`config.mk`:
```
export PLATFORM = sky130hd
export DESIGN_NAME = sd_card_cmd_responder
export DESIGN_NICKNAME = d
export VERILOG_FILES = /design/src/rtl/sd_card_cmd_responder_pkg.sv /design/src/rtl/sd_card_cmd_responder_crc7.sv /design/src/rtl/sd_card_cmd_responder.sv
export SDC_FILE = /design/constraint.sdc
export NUM_CORES = 1
export LEC_CHECK = 0
export CORE_MARGIN = 3
export CORE_UTILIZATION = 40
export CTS_CLUSTER_SIZE = 25
export DETAILED_ROUTE_END_ITERATION = 16
export MAX_ROUTING_LAYER = met4
export PLACE_DENSITY_LB_ADDON = 0.3
export SLEW_MARGIN = 10
export SYNTH_ARGS = -nofsm -noshare
export SYNTH_HDL_FRONTEND = slang
export SYNTH_HIERARCHICAL = 1
export SYNTH_SLANG_ARGS = --single-unit
```
`constraint.sdc`:
```
create_clock -name clk -period 14.4 [get_ports clk]
set_input_delay 2.88 -clock clk [delete_from_list [all_inputs] [get_ports clk]]
set_output_delay 2.88 -clock clk [all_outputs]
set_load 0.02 [all_outputs]
```
`src/rtl/sd_card_cmd_responder_pkg.sv`:
```
// -----------------------------------------------------------------------------
// sd_card_cmd_responder_pkg
//   Shared constants, state encoding and the CRC7 step function for the
//   card-side SD CMD line responder.
// -----------------------------------------------------------------------------
package sd_card_cmd_responder_pkg;

    // Frame geometry: 48 bits per command/response. CRC7 covers bits 1..40.
    localparam int         SD_CMD_FRAME_LEN = 48;
    localparam int         SD_CRC_LAST_BIT  = 40;

    // Generator x^7 + x^3 + 1, with the x^7 term implicit.
    localparam logic [6:0] SD_CRC7_POLY     = 7'h09;

    // Response-type codes presented by card logic on resp_type.
    localparam logic [1:0] SD_RESP_NONE     = 2'b00;
    localparam logic [1:0] SD_RESP_R1       = 2'b01;
    localparam logic [1:0] SD_RESP_R3       = 2'b10;
    localparam logic [1:0] SD_RESP_NONE_ALT = 2'b11;

    // R3 replaces the index and CRC fields with all-ones.
    localparam logic [5:0] SD_R3_INDEX      = 6'h3F;
    localparam logic [6:0] SD_R3_CRC        = 7'h7F;

    typedef enum logic [2:0] {
        ST_IDLE     = 3'd0,
        ST_RX       = 3'd1,
        ST_WAIT_NCR = 3'd2,
        ST_TX       = 3'd3,
        ST_GAP_NRC  = 3'd4
    } state_e;

    // One serial CRC7 step, MSB-first data.
    function automatic logic [6:0] crc7_step(input logic [6:0] crc, input logic bit_in);
        logic fb;
        fb = bit_in ^ crc[6];
        return {crc[5:0], 1'b0} ^ (fb ? SD_CRC7_POLY : 7'h00);
    endfunction

    // True for the response types that put a frame on the line.
    function automatic logic resp_drives_line(input logic [1:0] resp_type);
        return (resp_type == SD_RESP_R1) || (resp_type == SD_RESP_R3);
    endfunction

endpackage

```
`src/rtl/sd_card_cmd_responder_crc7.sv`:
```
// -----------------------------------------------------------------------------
// sd_card_cmd_responder_crc7
//   Serial CRC7 accumulator (G = x^7 + x^3 + 1, init 0).
//   Ports:
//     clk, rst   clock, asynchronous active-high reset
//     clr        synchronous clear to zero (wins over en)
//     en         fold bit_in into the CRC this clock
//     bit_in     serial data bit, MSB first
//     crc        accumulated CRC (registered)
//     crc_next   CRC including bit_in (combinational), for callers that need
//                the final value in the same cycle as the last data bit
// -----------------------------------------------------------------------------
module sd_card_cmd_responder_crc7
    import sd_card_cmd_responder_pkg::*;
(
    input  logic       clk,
    input  logic       rst,
    input  logic       clr,
    input  logic       en,
    input  logic       bit_in,
    output logic [6:0] crc,
    output logic [6:0] crc_next
);

    always_comb begin
        crc_next = crc7_step(crc, bit_in);
    end

    // NOTE: sequential state uses non-blocking assignments so every register
    // samples pre-edge values regardless of block ordering.
    always_ff @(posedge clk or posedge rst) begin
        if (rst) begin
            crc <= '0;
        end else if (clr) begin
            crc <= '0;
        end else if (en) begin
            crc <= crc_next;
        end
    end

endmodule

```
`src/rtl/sd_card_cmd_responder.sv`:
```
// -----------------------------------------------------------------------------
// sd_card_cmd_responder
//   Card-side end of the SD CMD line. Deserialises 48-bit host commands,
//   checks transmission/end bits and CRC7, presents index/argument to card
//   logic, then serialises an R1-style or R3 response N_CR clocks after the
//   command end bit, followed by an N_RC-clock dead gap.
//   Parameters:
//     N_CR   clocks from command end bit to response start bit (>= 2)
//     N_RC   idle clocks after a frame before a new start bit is accepted
//   Ports:
//     clk, rst      card clock, asynchronous active-high reset
//     cmd_in        sampled CMD line (idle high)
//     cmd_out       driven CMD bit
//     cmd_oe        1 = responder drives the CMD line
//     cmd_valid     1-clock pulse: good command received
//     cmd_index     index of last good command
//     cmd_arg       argument of last good command
//     resp_type     00/11 none, 01 R1-style, 10 R3 (sampled in cmd_valid cycle)
//     resp_arg      response payload (sampled in cmd_valid cycle)
//     crc_err       1-clock pulse: CRC7 mismatch
//     frame_err     1-clock pulse: transmission bit or end bit was 0
//     busy          1 from start bit until the FSM returns to IDLE
// -----------------------------------------------------------------------------
module sd_card_cmd_responder
    import sd_card_cmd_responder_pkg::*;
#(
    parameter int N_CR = 2,
    parameter int N_RC = 8
)
(
    input  logic        clk,
    input  logic        rst,
    input  logic        cmd_in,
    output logic        cmd_out,
    output logic        cmd_oe,
    output logic        cmd_valid,
    output logic [5:0]  cmd_index,
    output logic [31:0] cmd_arg,
    input  logic [1:0]  resp_type,
    input  logic [31:0] resp_arg,
    output logic        crc_err,
    output logic        frame_err,
    output logic        busy
);

    if (N_CR < 2) begin : g_bad_ncr
        $error("sd_card_cmd_responder: N_CR must be >= 2");
    end

    localparam logic [5:0] FRAME_LAST = 6'(SD_CMD_FRAME_LEN);
    localparam logic [5:0] CRC_LAST   = 6'(SD_CRC_LAST_BIT);
    localparam logic [5:0] NCR_LAST   = 6'(N_CR - 1);
    localparam logic [5:0] NRC_LAST   = 6'(N_RC);

    state_e      state;
    // One counter serves every phase: bits received (RX), clocks since the
    // end bit (WAIT_NCR), bit number on the line (TX), gap clock (GAP_NRC).
    logic [5:0]  cnt;
    // Bits 3..47 of the incoming frame; bit 2 is only checked, never stored.
    logic [44:0] rx_shift;
    // Bits still to transmit after the one currently on cmd_out.
    logic [46:0] tx_shift;
    // Splice the live CRC into the response (R1-style) instead of a fixed field.
    logic        tx_crc_en;

    logic [5:0]  rx_bit_num;
    logic        rx_crc_ok;
    logic        crc_clr;
    logic        crc_en;
    logic        crc_bit;
    logic [6:0]  crc;
    logic [6:0]  crc_next;

    // NOTE: every signal assigned in always_comb gets a default first, so no
    // path leaves it unassigned and no latch is inferred.
    always_comb begin
        rx_bit_num = cnt + 6'd1;
        crc_clr    = 1'b0;
        crc_en     = 1'b0;
        crc_bit    = cmd_in;
        case (state)
            // The start bit is 0 and folds into a zero CRC as zero, so holding
            // the CRC cleared through IDLE already accounts for bit 1.
            ST_IDLE:     crc_clr = 1'b1;
            ST_RX:       crc_en  = (rx_bit_num <= CRC_LAST);
            ST_WAIT_NCR: crc_clr = 1'b1;
            ST_TX: begin
                crc_en  = (cnt <= CRC_LAST);
                crc_bit = cmd_out;
            end
            default: ;
        endcase
    end

    // At the end-bit edge the CRC holds bits 1..40 and rx_shift[6:0] holds
    // the received CRC field (bits 41..47).
    assign rx_crc_ok = (rx_shift[6:0] == crc);

    // RX and TX never overlap, so one accumulator serves both directions.
    sd_card_cmd_responder_crc7 u_crc7 (
        .clk      (clk),
        .rst      (rst),
        .clr      (crc_clr),
        .en       (crc_en),
        .bit_in   (crc_bit),
        .crc      (crc),
        .crc_next (crc_next)
    );

    always_ff @(posedge clk or posedge rst) begin
        if (rst) begin
            state     <= ST_IDLE;
            cnt       <= '0;
            rx_shift  <= '0;
            tx_shift  <= '0;
            tx_crc_en <= 1'b0;
            cmd_out   <= 1'b1;
            cmd_oe    <= 1'b0;
            cmd_valid <= 1'b0;
            cmd_index <= '0;
            cmd_arg   <= '0;
            crc_err   <= 1'b0;
            frame_err <= 1'b0;
            busy      <= 1'b0;
        end else begin
            cmd_valid <= 1'b0;
            crc_err   <= 1'b0;
            frame_err <= 1'b0;

            case (state)
                ST_IDLE: begin
                    if (!cmd_in) begin
                        state <= ST_RX;
                        busy  <= 1'b1;
                        cnt   <= 6'd1;
                    end
                end

                ST_RX: begin
                    rx_shift <= {rx_shift[43:0], cmd_in};
                    cnt      <= rx_bit_num;
                    if (rx_bit_num == 6'd2 && !cmd_in) begin
                        frame_err <= 1'b1;
                        state     <= ST_IDLE;
                        busy      <= 1'b0;
                        cnt       <= '0;
                    end else if (rx_bit_num == FRAME_LAST) begin
                        if (!cmd_in) begin
                            // A bad end bit is reported even if the CRC is also wrong.
                            frame_err <= 1'b1;
                            state     <= ST_IDLE;
                            busy      <= 1'b0;
                            cnt       <= '0;
                        end else if (!rx_crc_ok) begin
                            crc_err <= 1'b1;
                            state   <= ST_IDLE;
                            busy    <= 1'b0;
                            cnt     <= '0;
                        end else begin
                            cmd_valid <= 1'b1;
                            cmd_index <= rx_shift[44:39];
                            cmd_arg   <= rx_shift[38:7];
                            state     <= ST_WAIT_NCR;
                            cnt       <= 6'd1;
                        end
                    end
                end

                ST_WAIT_NCR: begin
                    // cnt == 1 is the cmd_valid cycle: card logic answers here.
                    if (cnt == 6'd1 && !resp_drives_line(resp_type)) begin
                        // The cmd_valid cycle already counts as the first gap clock.
                        if (N_RC <= 1) begin
                            state <= ST_IDLE;
                            busy  <= 1'b0;
                            cnt   <= '0;
                        end else begin
                            state <= ST_GAP_NRC;
                            cnt   <= 6'd2;
                        end
                    end else begin
                        if (cnt == 6'd1) begin
                            if (resp_type == SD_RESP_R3) begin
                                tx_shift  <= {1'b0, SD_R3_INDEX, resp_arg, SD_R3_CRC, 1'b1};
                                tx_crc_en <= 1'b0;
                            end else begin
                                tx_shift  <= {1'b0, cmd_index, resp_arg, 7'h00, 1'b1};
                                tx_crc_en <= 1'b1;
                            end
                        end
                        if (cnt == NCR_LAST) begin
                            state   <= ST_TX;
                            cnt     <= 6'd1;
                            cmd_oe  <= 1'b1;
                            cmd_out <= 1'b0;
                        end else begin
                            cnt <= cnt + 6'd1;
                        end
                    end
                end

                ST_TX: begin
                    if (cnt == FRAME_LAST) begin
                        cmd_oe  <= 1'b0;
                        cmd_out <= 1'b1;
                        if (N_RC == 0) begin
                            state <= ST_IDLE;
                            busy  <= 1'b0;
                            cnt   <= '0;
                        end else begin
                            state <= ST_GAP_NRC;
                            cnt   <= 6'd1;
                        end
                    end else begin
                        cnt <= cnt + 6'd1;
                        if (cnt == CRC_LAST && tx_crc_en) begin
                            // crc_next already includes bit 40 on the line now.
                            cmd_out  <= crc_next[6];
                            tx_shift <= {crc_next[5:0], 1'b1, 40'b0};
                        end else begin
                            cmd_out  <= tx_shift[46];
                            tx_shift <= {tx_shift[45:0], 1'b0};
                        end
                    end
                end

                ST_GAP_NRC: begin
                    if (cnt >= NRC_LAST) begin
                        state <= ST_IDLE;
                        busy  <= 1'b0;
                        cnt   <= '0;
                    end else begin
                        cnt <= cnt + 6'd1;
                    end
                end

                default: begin
                    state <= ST_IDLE;
                    busy  <= 1'b0;
                    cnt   <= '0;
                end
            endcase
        end
    end

endmodule

```
==> impl_metrics.env <==
export IMPL_fin_skew_ns=0.005372
export IMPL_cts_hold_buf=0
export IMPL_routedWlPerCell_um=14.24
export IMPL_cts_sinks=153
export IMPL_synth_top_cell_area_share_pct=54.19
export IMPL_setup_ws_ns=9.573
export IMPL_grt_antenna_before_repair=0
export IMPL_synth_edf_count=0
export IMPL_die_x_um=138.5
export IMPL_leakagePower_nw=4.164
export IMPL_tritoncts="built"
export IMPL_tightest_slew_ns=0.8999
export IMPL_final_max_slew_viol_count=0
export IMPL_status="completed"
export IMPL_clock_path_buffers=2
export IMPL_track_usage_pct=16.25
export IMPL_rr_worst_depth=9
export IMPL_grt_pass1_wl_um=25370
export IMPL_cts_htree_levels=4
export IMPL_io_pins=81
export IMPL_min_period_over_period_pct=33.52
export IMPL_crit_buf_inv=3
export IMPL_cts_resized=0
export IMPL_hpwl_um=8948
export IMPL_final_common_cell="nand2_1"
export IMPL_finalNonFillerCells=1013
export IMPL_post_route_util_pct=50.21
export IMPL_avgSynthCellArea_sq_um=9.655
export IMPL_critPathLaunchType="input pin"
export IMPL_sw_frac_of_total_pct=34.33
export IMPL_dr_total_vias=5101
export IMPL_power_mw=1.380
export IMPL_ys_flop_type="dfrtp_1"
export IMPL_async_reset_ff_share_pct=100.0
export IMPL_maxCapViolations=0
export IMPL_clock_latency_ns=0.41
export IMPL_num_rows=47
export IMPL_synth_seq_cells=153
export IMPL_ys_types=54
export IMPL_cell_internal_pwr_mw=0.9065
export IMPL_synth_area_top_cells="dfrtp_1 54%, nand2_1 11%, mux2_2 4.7%"
export IMPL_cts_inserted_buffers=17
export IMPL_crit_path_cell_trace="clkdlybuf4s50_1, inv_1, ha_1, and4bb_2, and3_1, a21oi_4, buf_4, o21ai_0"
export IMPL_fmax_ghz=0.2072
export IMPL_drc=0
export IMPL_firstDrtPassIters=5
export IMPL_start_util_pct=41.59
export IMPL_netSwitchingPower_mw=0.4738
export IMPL_cts_reportedPaths_clkPinSlew_ns=0.06
export IMPL_holdWs_ns=0.4678
export IMPL_finalCriticalPeriod_ns=4.827
export IMPL_die_h_um=138.5
export IMPL_core_sq_um=16880
export IMPL_pwr_share_seq_pct=44.2
export IMPL_place_congestion=0.8233
export IMPL_setup_violations_final=0
export IMPL_fin_setup_tns_ns=0
export IMPL_synthCells=727
export IMPL_vias_per_cell=5.036
export IMPL_fin_area_sq_um=8474
export IMPL_io_buffers=80
export IMPL_pre_cts_ws_ns=9.131
export IMPL_power_per_cell_area_nw_per_um2=162.9
export IMPL_cp_end_kind="flop"
export IMPL_cpMaxStageDelayCell="buf_4"
export IMPL_slew_headroom_pct=40.01
export IMPL_ys_seq_area_share_pct=54.56
export IMPL_clock_power_share_pct=29.6
export IMPL_cts_setup_buffers=0
export IMPL_grt_overflow_total=0
export IMPL_crit_required_ns=14.65
export IMPL_hold_viol_final=0
export IMPL_critPathMaxFanout=92
export IMPL_critPathMaxStageDelay_ns=0.60
export IMPL_layout_common_cells="204 x nand2_1, 152 x dfrtp_1, 80 x clkdlybuf4s50_1, 57 x o21ai_0, 53 x a21oi_1"
export IMPL_placedCellCount=981
export IMPL_crit_cells=8
export IMPL_ctsRootBufferMaster="clkbuf_16"
export IMPL_holdPathStages=2
export IMPL_hold_class="reg2reg"
export IMPL_antennaDiodeCount=0
export IMPL_post_dp_cell_area_sq_um=7923
export IMPL_yosys_area_top_type="dfrtp_1"
export IMPL_drt_initial_drc_count=296
export IMPL_rsz0062_at_grt="no"
export IMPL_postRouteAntennaNets=0
export IMPL_comb_power_share_pct=26.2
export IMPL_drive_gt1_share_pct=11.85
export IMPL_ir_worst_vdd_v=0.00009368
export IMPL_critical_path_class="in2reg"
export IMPL_layout_nets=823
export IMPL_wl_um=14430
export IMPL_synth_area_sq_um=7019
export IMPL_arrival_ns=5.08
export IMPL_grt_start_max_net_pins=93
export IMPL_area_growth_pct=20.73
export IMPL_syn_nets=770
export IMPL_grt_pass1_vias=5034
export IMPL_synth_warnings=6
export IMPL_die_area_sq_um=19170
export IMPL_crit_family="buffers and inverters"
sequential cells by signal (all words and copies together), names as in the netlist:
name,cells
crc_err,1
cmd_oe,1
cmd_index,6
cmd_valid,1
state,3
cmd_arg,32
u_crc7/crc,7
busy,1
tx_shift,47
frame_err,1
cnt,6
cmd_out,1
tx_crc_en,1
rx_shift,45
logic make-up (layout without fill, tap and decap cells):
| logic type | count (synthesis) | count (layout) | share of synthesized area (%) |
|---|---|---|---|
| and+or+nand+nor | 305 | 305 | 19.48 |
| DFF | 153 | 153 | 54.56 |
| AOI/OAI and AO/OA | 137 | 137 | 10.87 |
| buffers and inverters | 65 | 131 | 4.171 |
| muxes | 47 | 47 | 7.861 |
| xor gates and xnor gates | 14 | 14 | 1.979 |
| adders and majority gates | 6 | 6 | 1.069 |
per-layer routing:
| metal | track usage, % | vias to the layer above | wire [um] |
|---|---|---|---|
| met5 | - | - | 0 |
| met4 | 4.784 | 0 | 127 |
| met3 | 3.902 | 10 | 702 |
| met2 | 23.20 | 113 | 6376 |
| met1 | 23.15 | 2431 | 7223 |
| li1 | - | 2547 | - |
worst paths after layout:
kind                               from            end  slack [ns]
hold / removal             tx_shift[22]   tx_shift[22]        0.47
max in group asynchronous           rst   tx_shift[14]       10.04
min in group asynchronous           rst  u_crc7/crc[0]        2.88
setup reg to reg               state[1]   tx_shift[44]       11.54
setup / recovery           resp_type[0]   tx_shift[10]        9.57
hold reg to reg            tx_shift[22]   tx_shift[22]        0.47
tightest hold or removal path, cell delays in order, from the launching register on:
cell     delay (ns)
dfrtp_1        0.33
nand2_1        0.04
o21ai_0        0.05
final cells by class:
cell class	instances	area (sq um)
clock inverter	11	71.32
timing repair buffer	87	853.3
clock buffer	21	480.5
fill	1587	8403
multi-input combinational	509	2914
sequential	153	3830
tap	220	275.3
inverter	12	50.05
power groups by stage:
| stage | sequential (mW) | combinational [mW] | clock (mW) |
|---|---|---|---|
| floorplan | 0.588 | 0.300 | 0 |
| global placement | 0.615 | 0.360 | 0 |
| detailed placement | 0.616 | 0.368 | 0 |
| CTS | 0.610 | 0.369 | 0.420 |
| global route | 0.627 | 0.420 | 0.440 |
| finish | 0.610 | 0.362 | 0.409 |
synthesized netlist by cell type (3+ instances only):
master    instances
nand2_1         204
dfrtp_1         152
o21ai_0          57
a21oi_1          54
and3_1           33
clkbuf_1         33
mux2_2           29
nor2_1           20
nor3_1           14
inv_1            12
buf_2             9
mux2_4            9
mux2i_1           9
xor2_1            7
a31o_2            6
buf_4             6
ha_1              6
nand3_1           6
xnor2_1           6
and2_1            3
buf_1             3
nand2b_1          3
nand3b_1          3
o211ai_1          3
o31ai_1           3
Note: power is estimated with default switching activity, not from simulation.
